[src/rtl/csr_unit_v2_if.sv]
// Request/response bundle between the execute stage (master) and the CSR unit (slave).
interface csr_unit_v2_if #(
  parameter int unsigned XLEN = 64
);
  logic            in_valid;
  logic            in_ready;
  logic [2:0]      op;
  logic [2:0]      func3;
  logic [11:0]     csr_addr;
  logic [XLEN-1:0] rs1_val;
  logic [4:0]      zimm;
  logic [XLEN-1:0] pc;
  logic [4:0]      rd_a;
  logic            rd_w;
  logic            out_valid;
  logic            out_ready;
  logic [XLEN-1:0] rd_o;
  logic [4:0]      rd_a_o;
  logic            rd_w_o;
  logic            redirect;
  logic [XLEN-1:0] redirect_addr;

  modport master (
    output in_valid, op, func3, csr_addr, rs1_val, zimm, pc, rd_a, rd_w, out_ready,
    input  in_ready, out_valid, rd_o, rd_a_o, rd_w_o, redirect, redirect_addr
  );

  modport slave (
    input  in_valid, op, func3, csr_addr, rs1_val, zimm, pc, rd_a, rd_w, out_ready,
    output in_ready, out_valid, rd_o, rd_a_o, rd_w_o, redirect, redirect_addr
  );
endinterface

[src/rtl/csr_unit_v2.sv]
// Machine-mode CSR unit: CSR read/modify/write, ECALL/EBREAK/MRET, timer interrupt.
// Requests are accepted in IDLE; the registered response is held in RESP until out_ready.
module csr_unit_v2 #(
  parameter int unsigned     XLEN         = 64,
  parameter logic [XLEN-1:0] MSTATUS_RST  = 'ha00001800,
  parameter logic [XLEN-1:0] MTVEC_RST    = '0,
  parameter bit              HAS_COUNTERS = 1'b1
) (
  input logic          clk,
  input logic          rst_n,
  input logic          retire,
  input logic          irq_timer,
  csr_unit_v2_if.slave bus
);
  typedef enum logic [2:0] {
    OP_NOP    = 3'd0,
    OP_CSR    = 3'd1,
    OP_ECALL  = 3'd2,
    OP_EBREAK = 3'd3,
    OP_MRET   = 3'd4
  } op_e;

  typedef enum logic {S_IDLE, S_RESP} state_e;

  localparam int unsigned MIE_BIT  = 3;
  localparam int unsigned MPIE_BIT = 7;
  localparam int unsigned MTIP_BIT = 7;

  state_e          state;
  logic [XLEN-1:0] mstatus, mie, mtvec, mscratch, mepc, mcause, mcycle, minstret;
  logic            in_ready_q, out_valid_q, rd_w_q, redirect_q;
  logic [XLEN-1:0] rd_q, redirect_addr_q;
  logic [4:0]      rd_a_q;

  logic [XLEN-1:0] src, old_val, new_val, mip, trap_cause;
  logic            known, read_only, f3_ok, do_write, illegal, irq_take, trap;

  assign mip      = XLEN'(irq_timer) << MTIP_BIT;
  assign src      = bus.func3[2] ? XLEN'(bus.zimm) : bus.rs1_val;
  assign f3_ok    = bus.func3[1:0] != 2'b00;
  // RS/RC with a zero source are pure reads, so they never count as a write.
  assign do_write = (bus.func3[1:0] == 2'b01) || (src != '0);
  assign irq_take = mstatus[MIE_BIT] & mie[MTIP_BIT] & irq_timer;
  assign trap     = irq_take | illegal | (bus.op == OP_ECALL) | (bus.op == OP_EBREAK);

  always_comb begin
    old_val   = '0;
    known     = 1'b1;
    read_only = 1'b0;
    case (bus.csr_addr)
      12'h300: old_val = mstatus;
      12'h304: old_val = mie;
      12'h305: old_val = mtvec;
      12'h340: old_val = mscratch;
      12'h341: old_val = mepc;
      12'h342: old_val = mcause;
      12'h344: begin old_val = mip; read_only = 1'b1; end
      12'hB00: begin old_val = HAS_COUNTERS ? mcycle : '0; read_only = !HAS_COUNTERS; end
      12'hB02: begin old_val = HAS_COUNTERS ? minstret : '0; read_only = !HAS_COUNTERS; end
      default: known = 1'b0;
    endcase
  end

  always_comb begin
    case (bus.func3[1:0])
      2'b01:   new_val = src;
      2'b10:   new_val = old_val | src;
      default: new_val = old_val & ~src;
    endcase
  end

  always_comb begin
    illegal = 1'b0;
    case (bus.op)
      OP_NOP, OP_ECALL, OP_EBREAK, OP_MRET: illegal = 1'b0;
      OP_CSR:  illegal = !known || !f3_ok || (do_write && read_only);
      default: illegal = 1'b1;
    endcase
  end

  always_comb begin
    if (irq_take)                 trap_cause = {1'b1, (XLEN-1)'(7)};
    else if (illegal)             trap_cause = XLEN'(2);
    else if (bus.op == OP_ECALL)  trap_cause = XLEN'(11);
    else                          trap_cause = XLEN'(3);
  end

  always_ff @(posedge clk) begin
    if (!rst_n) begin
      state           <= S_IDLE;
      in_ready_q      <= 1'b1;
      out_valid_q     <= 1'b0;
      rd_q            <= '0;
      rd_a_q          <= '0;
      rd_w_q          <= 1'b0;
      redirect_q      <= 1'b0;
      redirect_addr_q <= '0;
      mstatus         <= MSTATUS_RST;
      mtvec           <= MTVEC_RST;
      mie             <= '0;
      mscratch        <= '0;
      mepc            <= '0;
      mcause          <= '0;
      mcycle          <= '0;
      minstret        <= '0;
    end else begin
      if (HAS_COUNTERS) begin
        mcycle <= mcycle + 1'b1;
        if (retire) minstret <= minstret + 1'b1;
      end
      case (state)
        S_IDLE: begin
          if (bus.in_valid) begin
            state           <= S_RESP;
            in_ready_q      <= 1'b0;
            out_valid_q     <= 1'b1;
            rd_a_q          <= bus.rd_a;
            rd_q            <= '0;
            rd_w_q          <= 1'b0;
            redirect_q      <= 1'b0;
            redirect_addr_q <= '0;
            if (trap) begin
              mepc               <= {bus.pc[XLEN-1:2], 2'b00};
              mcause             <= trap_cause;
              mstatus[MPIE_BIT]  <= mstatus[MIE_BIT];
              mstatus[MIE_BIT]   <= 1'b0;
              mstatus[12:11]     <= 2'b11;
              redirect_q         <= 1'b1;
              redirect_addr_q    <= mtvec;
            end else if (bus.op == OP_MRET) begin
              mstatus[MIE_BIT]   <= mstatus[MPIE_BIT];
              mstatus[MPIE_BIT]  <= 1'b1;
              redirect_q         <= 1'b1;
              redirect_addr_q    <= mepc;
            end else if (bus.op == OP_CSR) begin
              rd_q   <= old_val;
              rd_w_q <= bus.rd_w;
              // Placed after the counter increment so a same-cycle write wins.
              if (do_write) begin
                case (bus.csr_addr)
                  12'h300: mstatus  <= new_val;
                  12'h304: mie      <= new_val & (XLEN'(1) << MTIP_BIT);
                  12'h305: mtvec    <= {new_val[XLEN-1:2], 2'b00};
                  12'h340: mscratch <= new_val;
                  12'h341: mepc     <= {new_val[XLEN-1:2], 2'b00};
                  12'h342: mcause   <= new_val;
                  12'hB00: if (HAS_COUNTERS) mcycle   <= new_val;
                  12'hB02: if (HAS_COUNTERS) minstret <= new_val;
                  default: ;
                endcase
              end
            end else begin
              rd_w_q <= bus.rd_w;
            end
          end
        end
        S_RESP: begin
          if (bus.out_ready) begin
            state       <= S_IDLE;
            in_ready_q  <= 1'b1;
            out_valid_q <= 1'b0;
          end
        end
        default: state <= S_IDLE;
      endcase
    end
  end

  assign bus.in_ready      = in_ready_q;
  assign bus.out_valid     = out_valid_q;
  assign bus.rd_o          = rd_q;
  assign bus.rd_a_o        = rd_a_q;
  assign bus.rd_w_o        = rd_w_q;
  assign bus.redirect      = redirect_q;
  assign bus.redirect_addr = redirect_addr_q;
endmodule

[src/flat_wrapper.sv]
// flat-port wrapper written by rule: the top's interface ports become plain ports
module csr_unit_v2_flat 
#(
  parameter int unsigned     XLEN         = 64,
  parameter logic [XLEN-1:0] MSTATUS_RST  = 'ha00001800,
  parameter logic [XLEN-1:0] MTVEC_RST    = '0,
  parameter bit              HAS_COUNTERS = 1'b1
)
  (clk, rst_n, retire, irq_timer, bus_in_valid, bus_op, bus_func3, bus_csr_addr, bus_rs1_val, bus_zimm, bus_pc, bus_rd_a, bus_rd_w, bus_out_ready, bus_in_ready, bus_out_valid, bus_rd_o, bus_rd_a_o, bus_rd_w_o, bus_redirect, bus_redirect_addr);
  csr_unit_v2_if #(.XLEN(XLEN)) bus_i ();
  input logic clk;
  input logic rst_n;
  input logic retire;
  input logic irq_timer;
  input wire logic [$bits(bus_i.in_valid)-1:0] bus_in_valid;
  input wire logic [$bits(bus_i.op)-1:0] bus_op;
  input wire logic [$bits(bus_i.func3)-1:0] bus_func3;
  input wire logic [$bits(bus_i.csr_addr)-1:0] bus_csr_addr;
  input wire logic [$bits(bus_i.rs1_val)-1:0] bus_rs1_val;
  input wire logic [$bits(bus_i.zimm)-1:0] bus_zimm;
  input wire logic [$bits(bus_i.pc)-1:0] bus_pc;
  input wire logic [$bits(bus_i.rd_a)-1:0] bus_rd_a;
  input wire logic [$bits(bus_i.rd_w)-1:0] bus_rd_w;
  input wire logic [$bits(bus_i.out_ready)-1:0] bus_out_ready;
  output wire logic [$bits(bus_i.in_ready)-1:0] bus_in_ready;
  output wire logic [$bits(bus_i.out_valid)-1:0] bus_out_valid;
  output wire logic [$bits(bus_i.rd_o)-1:0] bus_rd_o;
  output wire logic [$bits(bus_i.rd_a_o)-1:0] bus_rd_a_o;
  output wire logic [$bits(bus_i.rd_w_o)-1:0] bus_rd_w_o;
  output wire logic [$bits(bus_i.redirect)-1:0] bus_redirect;
  output wire logic [$bits(bus_i.redirect_addr)-1:0] bus_redirect_addr;
  assign bus_i.in_valid = bus_in_valid;
  assign bus_i.op = bus_op;
  assign bus_i.func3 = bus_func3;
  assign bus_i.csr_addr = bus_csr_addr;
  assign bus_i.rs1_val = bus_rs1_val;
  assign bus_i.zimm = bus_zimm;
  assign bus_i.pc = bus_pc;
  assign bus_i.rd_a = bus_rd_a;
  assign bus_i.rd_w = bus_rd_w;
  assign bus_i.out_ready = bus_out_ready;
  assign bus_in_ready = bus_i.in_ready;
  assign bus_out_valid = bus_i.out_valid;
  assign bus_rd_o = bus_i.rd_o;
  assign bus_rd_a_o = bus_i.rd_a_o;
  assign bus_rd_w_o = bus_i.rd_w_o;
  assign bus_redirect = bus_i.redirect;
  assign bus_redirect_addr = bus_i.redirect_addr;
  csr_unit_v2 #(.XLEN(XLEN), .MSTATUS_RST(MSTATUS_RST), .MTVEC_RST(MTVEC_RST), .HAS_COUNTERS(HAS_COUNTERS)) u_core (.clk(clk), .rst_n(rst_n), .retire(retire), .irq_timer(irq_timer), .bus(bus_i));
endmodule
[config.mk]
export PLATFORM = sky130hd
export DESIGN_NAME = csr_unit_v2_flat
export DESIGN_NICKNAME = d
export VERILOG_FILES = /design/src/rtl/csr_unit_v2_if.sv /design/src/rtl/csr_unit_v2.sv /design/src/flat_wrapper.sv
export SDC_FILE = /design/constraint.sdc
export NUM_CORES = 1
export LEC_CHECK = 0
export BUFFER_PORTS_ARGS = -buffer_cell sky130_fd_sc_hd__buf_2
export CELL_PAD_IN_SITES_DETAIL_PLACEMENT = 1
export CELL_PAD_IN_SITES_GLOBAL_PLACEMENT = 1
export CORE_AREA = 2 2 269 271
export DETAILED_ROUTE_END_ITERATION = 8
export DIE_AREA = 0 0 271 273
export PLACE_DENSITY = 0.74
export SLEW_MARGIN = 20
export SYNTH_ARGS = -nofsm -noshare
export SYNTH_HDL_FRONTEND = slang
export SYNTH_SLANG_ARGS = --single-unit
[constraint.sdc]
create_clock -name clk -period 3.97 [get_ports clk]
set_input_delay 0.5955 -clock clk [delete_from_list [all_inputs] [get_ports clk]]
set_output_delay 0.5955 -clock clk [all_outputs]
set_load 0.02 [all_outputs]
* Yosys cells after proc, flatten, opt, wreduce, memory -nomap -nowiden
Index checks and enable logic that the tools add are counted.
** Operators by class
- Multiplexer cells :: 61
- Add/sub/neg operators :: 2
- Reductions and logical operators :: 29
- Bitwise operators :: 11
- Equal/unequal tests :: 18
** Operator list (number)
- 2-to-1 mux 64 bit :: 33
- case mux 64 bit (9 select lines) :: 1
- adder 64 x 1 -> 64 bit (second input constant) :: 2
- case mux 64 bit (2 select lines) :: 1
- == test 12 x 10 -> 1 bit (second input constant) :: 7
- bitwise AND 64 bit :: 1
- NOT 64 bit :: 1
- bitwise OR 64 bit :: 1
- nonzero test 64 bit :: 1
- 2-to-1 mux 13 bit :: 3
- AND reduction 7 bit :: 4
- == test 12 bit (second input constant) :: 2
- AND reduction 6 bit :: 3
- 2-to-1 mux 1 bit :: 16
- nonzero test 2 bit :: 6
- nonzero test 3 bit :: 3
- OR reduction 9 bit :: 1
- case mux 1 bit (2 select lines) :: 4
- == test 3 x 2 -> 1 bit (second input constant) :: 2
- 2-to-1 mux 5 bit :: 1
- AND reduction 5 bit :: 1
- 2-to-1 mux 4 bit :: 1
- inequality test 2 bit (second input constant) :: 2
- AND reduction 2 bit :: 2
- other kinds (14) :: 22
** Word-level totals
- Output and inout port bits :: 137
- Logic and storage cells :: 139
- Bits in registers :: 585

* Depth between registers and ports, before layout
- Word-level depth :: 13
- Depth in mapped cells :: 12
- Gate-level depth less buffers :: 8

* Worst setup path after synthesis
OpenSTA, ideal clock, no wires.
- Path kind :: in2reg
- Start :: input bus_csr_addr[11]
- End :: register u_core.mstatus[53]
- Setup slack :: 0.991 ns
- Arrival :: 2.847 ns
- Setup time :: 0.132 ns
- Cell stages on the path :: 10
- Cells stage by stage :: buf_2 or4_4 nor4_4 inv_2 a211o_1 a2111o_1 buf_2 clkbuf_1 nand2_1 a21oi_1
** On the way
- Word-level cells in the longest chain between the ends :: 12
** Ends and longest elaborated chain
- start, declared :: line flat_wrapper.sv:18 : input wire logic [$bits(bus_i.csr_addr)-1:0] bus_csr_addr;
- == test 12 x 10 -> 1 bit, or another cell as far along :: line csr_unit_v2.sv:50 : case (bus.csr_addr)
- OR reduction 9 bit (no line)
- 2-to-1 mux 1 bit :: line csr_unit_v2.sv:50
- logical NOT 1 bit :: line csr_unit_v2.sv:76 : OP_CSR: illegal = !known || !f3_ok || (do_write && read_only);
- logical OR 1 bit (2 in series) :: line csr_unit_v2.sv:76
- case mux 1 bit (2 select lines) :: line csr_unit_v2.sv:74 : case (bus.op)
- bitwise OR 1 bit (3 in series) :: line csr_unit_v2.sv:44 : assign trap = irq_take | illegal | (bus.op == OP_ECALL) | (bus.op == OP_EBREAK);
- NOT 1 bit (no line)
- AND reduction 7 bit (no line)
- end signal, assigned by index :: line csr_unit_v2.sv:125 : mstatus[MPIE_BIT] <= mstatus[MIE_BIT];
- end signal, assigned by index :: line csr_unit_v2.sv:131 : mstatus[MIE_BIT] <= mstatus[MPIE_BIT];
- end signal, assigned :: line csr_unit_v2.sv:141 : 12'h300: mstatus <= new_val;
- end, declared :: line csr_unit_v2.sv:30 : logic [XLEN-1:0] mstatus, mie, mtvec, mscratch, mepc, mcause, mcycle, minstret;
Parallel ways exist; a longest one is shown, timed or not.
A chain may end at the register's enable or synchronous reset.

* Worst setup path in the final report
- Start :: input bus_rs1_val[28]
- End :: register u_core.mstatus[12]
** On the way
- Word-level cells in the longest chain between the ends :: 11
** Ends and longest elaborated chain
- start, declared :: line flat_wrapper.sv:19 : input wire logic [$bits(bus_i.rs1_val)-1:0] bus_rs1_val;
- 2-to-1 mux 64 bit (*) :: line csr_unit_v2.sv:39 : assign src = bus.func3[2] ? XLEN'(bus.zimm) : bus.rs1_val;
- nonzero test 64 bit (*) :: line csr_unit_v2.sv:42 : assign do_write = (bus.func3[1:0] == 2'b01) || (src != '0);
- logical OR 1 bit (*) :: line csr_unit_v2.sv:42
- logical AND 1 bit :: line csr_unit_v2.sv:76
- logical OR 1 bit :: line csr_unit_v2.sv:76
- case mux 1 bit (2 select lines) :: line csr_unit_v2.sv:74
- bitwise OR 1 bit (3 in series) :: line csr_unit_v2.sv:44
- inequality test 2 x 1 -> 1 bit (no line) or nonzero test 2 bit (tied branches)
- AND reduction 6 bit (no line)
Every way passes the cells marked *; elsewhere a longest branch is shown, timed or not.

==> impl_metrics.json <==
{
  "outcome": "finished, final reports clean",
  "crit_path_max_fanout": 15,
  "min_path_cells": 2,
  "start_util": 0.3970,
  "grt_max_degree": 186,
  "area_growth_pct": 18.25,
  "drive_gt1_frac": 0.1983,
  "min_path_type": "in -> reg",
  "dieArea_mm2": 0.07398,
  "fin_util": 0.4694,
  "tns_ns": 0,
  "vias_per_cell": 6.205,
  "numCtsBuffers": 68,
  "dr.pass1.iters": 9,
  "antenna_left": 0,
  "die_h_um": 273,
  "grt.overflow.total": 0,
  "skew_ns": 0.02395,
  "die_w_um": 271,
  "hp-start": "bus_out_ready",
  "max_stage_delay_ns": 0.45,
  "grt_setup_unrepaired": "no",
  "grt_pass1_wl_mm": 178.1,
  "post_cts_buffers": 0,
  "top_layer_used": "met5",
  "netlist.area_leader.share": 0.4127,
  "ys_async_sr_fraction": 0,
  "worstPathRequired_ns": 4.46,
  "critPathLaunchType": "input pin",
  "worstMarginPinSlew_ns": 1.105,
  "maxCapViolCount": 0,
  "synth_area_leader_cell": "dfxtp_1",
  "wl_met1_mm": 50.45,
  "grt_usage": 0.3106,
  "met3_length_mm": 8.210,
  "p_per_area_mw_per_mm2": 414.6,
  "io_buffers": 295,
  "synth_flop_cell": "dfxtp_1",
  "synth_edf_count": 0,
  "core_area_mm2": 0.07100,
  "clock_latency_ns": 0.62,
  "h-tree-depth": 3,
  "slew_headroom": 0.2630,
  "synth_common_cells": "660 x nand2_1, 581 x dfxtp_1, 321 x nor2_1",
  "final-hold-violation-count": 0,
  "leakagePower_nw": 12.44,
  "cts_tree": "built",
  "min_to": "u_core.state$_SDFF_PN0_",
  "criticalPathCategory": "in -> reg",
  "cp_slowest_cell": "o41ai_2",
  "finalMaxSlewViolations": 0,
  "io_pins": 300,
  "clkSinkCount": 581,
  "layout.nets": 3785,
  "filler_cell_count": 8472,
  "route.met2.wl_mm": 54.87,
  "reg2regPathDepth": 8,
  "cts-root-buf": "clkbuf_16",
  "ys_ff_latch": 581,
  "crit_top_cell": "buf_4",
  "gp_congestion": 0.9140,
  "setup_viol": 0,
  "fin_crit_sh": 0.8118,
  "critPathLaunch": "bus_rs1_val[28]",
  "antenna_found_initial": 3,
  "vias": 28640,
  "synth_most_common_cell": "nand2_1",
  "routed_wl_mm": 118.6,
  "rrSetupSlack_ns": 1.19,
  "ys_seq_area_frac": 0.4127,
  "rr_startpoint": "u_core.mcycle[3]$_SDFF_PN0_",
  "synthDistinctLibCells": 83,
  "dp_hpwl_mm": 77.85,
  "rr_endpoint": "u_core.mcycle[41]$_SDFF_PN0_",
  "drt_iter0_markers": 2616,
  "drc": 0,
  "clk_pin_slew_worst_paths_ns": 0.06,
  "netlist_instances": 3428,
  "routedWlPerCell_um": 25.71,
  "rows": 98,
  "worst_setup_path_end_kind": "flip-flop",
  "cp_data_arrival_time_ns": 3.72,
  "grt_pass1_vias": 28640,
  "period_needed_ns": 3.223,
  "hold_buffers": 0,
  "cts_resized": 0,
  "path_cells": "buf_2 > nor4_1 > buf_4 > nand4_1 > o41ai_2 > buf_4 > nand3b_1 > buf_4 > a2111oi_4 > buf_4 > nand2_1 > o22a_1",
  "yosysWarnings": 0,
  "synth_area_leaders": "dfxtp_1 41%, nand2_1 8.8%, nor2_1 4.3%",
  "syn_area_mm2": 0.02818,
  "syn_avg_cell_area_um2": 8.221,
  "timing.fmax_ghz": 0.3103,
  "clk_path_buf_depth": 3,
  "peakVddDrop_v": 0.0002534
}
==> power by group <==
| group | switching [mW] | total, mW | internal (mW) |
|---|---|---|---|
| Combinational | 0.894 | 1.31 | 0.421 |
| Clock | 2.59 | 6.43 | 3.84 |
| Sequential | 0.106 | 6.08 | 5.97 |
| Total | 3.59 | 13.8 | 10.2 |
==> worst max-delay path, delay by kind of cell <==
family                 cells  cell delay (ns)
AO/OA/AOI/OAI              3             1.10
buffers and inverters      5             1.06
AND/OR/NAND/NOR            4             0.93
==> placed cells by master (no fill, tap or decap), types with 14 or more instances in the layout <==
cell type / instances
nand2_1: 660
dfxtp_1: 581
nor2_1: 319
buf_2: 293
a21oi_1: 202
nand3_1: 155
o21ai_0: 136
a211oi_1: 129
mux2i_1: 115
buf_4: 91
xnor2_1: 77
clkbuf_16: 71
a221oi_1: 65
o221a_2: 64
a22o_1: 62
a31o_2: 58
nand4_1: 55
xor2_1: 49
a222oi_1: 40
mux2_2: 38
nor3_1: 31
buf_12: 30
inv_1: 27
nor4_1: 25
a22oi_1: 25
a32oi_1: 24
o211ai_1: 22
o2111ai_1: 20
and3_1: 16
and4_1: 14
clkbuf_8: 14
==> metrics by stage <==
stage	cell area [µm²]	std cells	setup slack, ns	hold slack [ns]	power [mW]
after floorplan	28190	3429	0.9907	0.4228	6.905
after CTS	33320	4612	0.8233	0.1889	13.87
final	33330	4615	0.7473	0.2099	13.82
after global routing	33320	4614	0.6419	0.2267	14.23
after global placement	31080	4497	0.3333	0.4331	7.474
after detailed placement	31080	4497	0.2103	0.4424	7.492
==> how the worst max path moves through the flow <==
stage | end | slack, ns | cells after the start
global route | u_core.mstatus[12]$_SDFFE_PN1P_ | 0.64 | 12
detailed placement | u_core.mstatus[12]$_SDFFE_PN1P_ | 0.21 | 12
floorplan | u_core.mstatus[53]$_SDFFE_PN0P_ | 0.99 | 10
finish | u_core.mstatus[12]$_SDFFE_PN1P_ | 0.75 | 12
global placement | u_core.mstatus[12]$_SDFFE_PN1P_ | 0.33 | 12
CTS | u_core.mstatus[12]$_SDFFE_PN1P_ | 0.82 | 12
==> layer usage <==
metal | vias up | track usage
li1 | 12810 | -
met1 | 14370 | 0.4057
met2 | 1173 | 0.5060
met3 | 286 | 0.04841
met4 | 2 | 0.1403
met5 | - | 0
==> area by class of cell <==
class                   count  area, µm²  share of cell area
diodes                      3      7.507           0.0002253
well taps                 950       1189             0.03567
flip-flops and latches    581      11630              0.3490
clock buffers              96       2011             0.06033
multi-input cells        2520      15370              0.4612
repair buffers            415       2761             0.08286
inverters                  31      123.9            0.003717
clock inverters            19      231.5            0.006946
==> cells by family (layout without fill, tap and decap cells) <==
family          count (synthesis)  after routing  synth area share
buf+inv                       328            561           0.04870
flops                         581            581            0.4127
mux                           153            153           0.05603
fa+ha+maj                       5              5          0.002220
compound gates                899            899            0.2350
other cells                     1              5         0.0001331
simple gates                 1335           1335            0.2060
xor+xnor                      126            126           0.03916
==> sequential cells by signal (all words and copies together), names as in the netlist, 5 cells and up <==
register,count
u_core.bus.rd_o,64
u_core.mcause,64
u_core.mcycle,64
u_core.minstret,64
u_core.mscratch,64
u_core.mstatus,64
u_core.bus.redirect_addr,62
u_core.mepc,62
u_core.mtvec,62
u_core.bus.rd_a_o,5
Power figures use the tool's default switching activity.
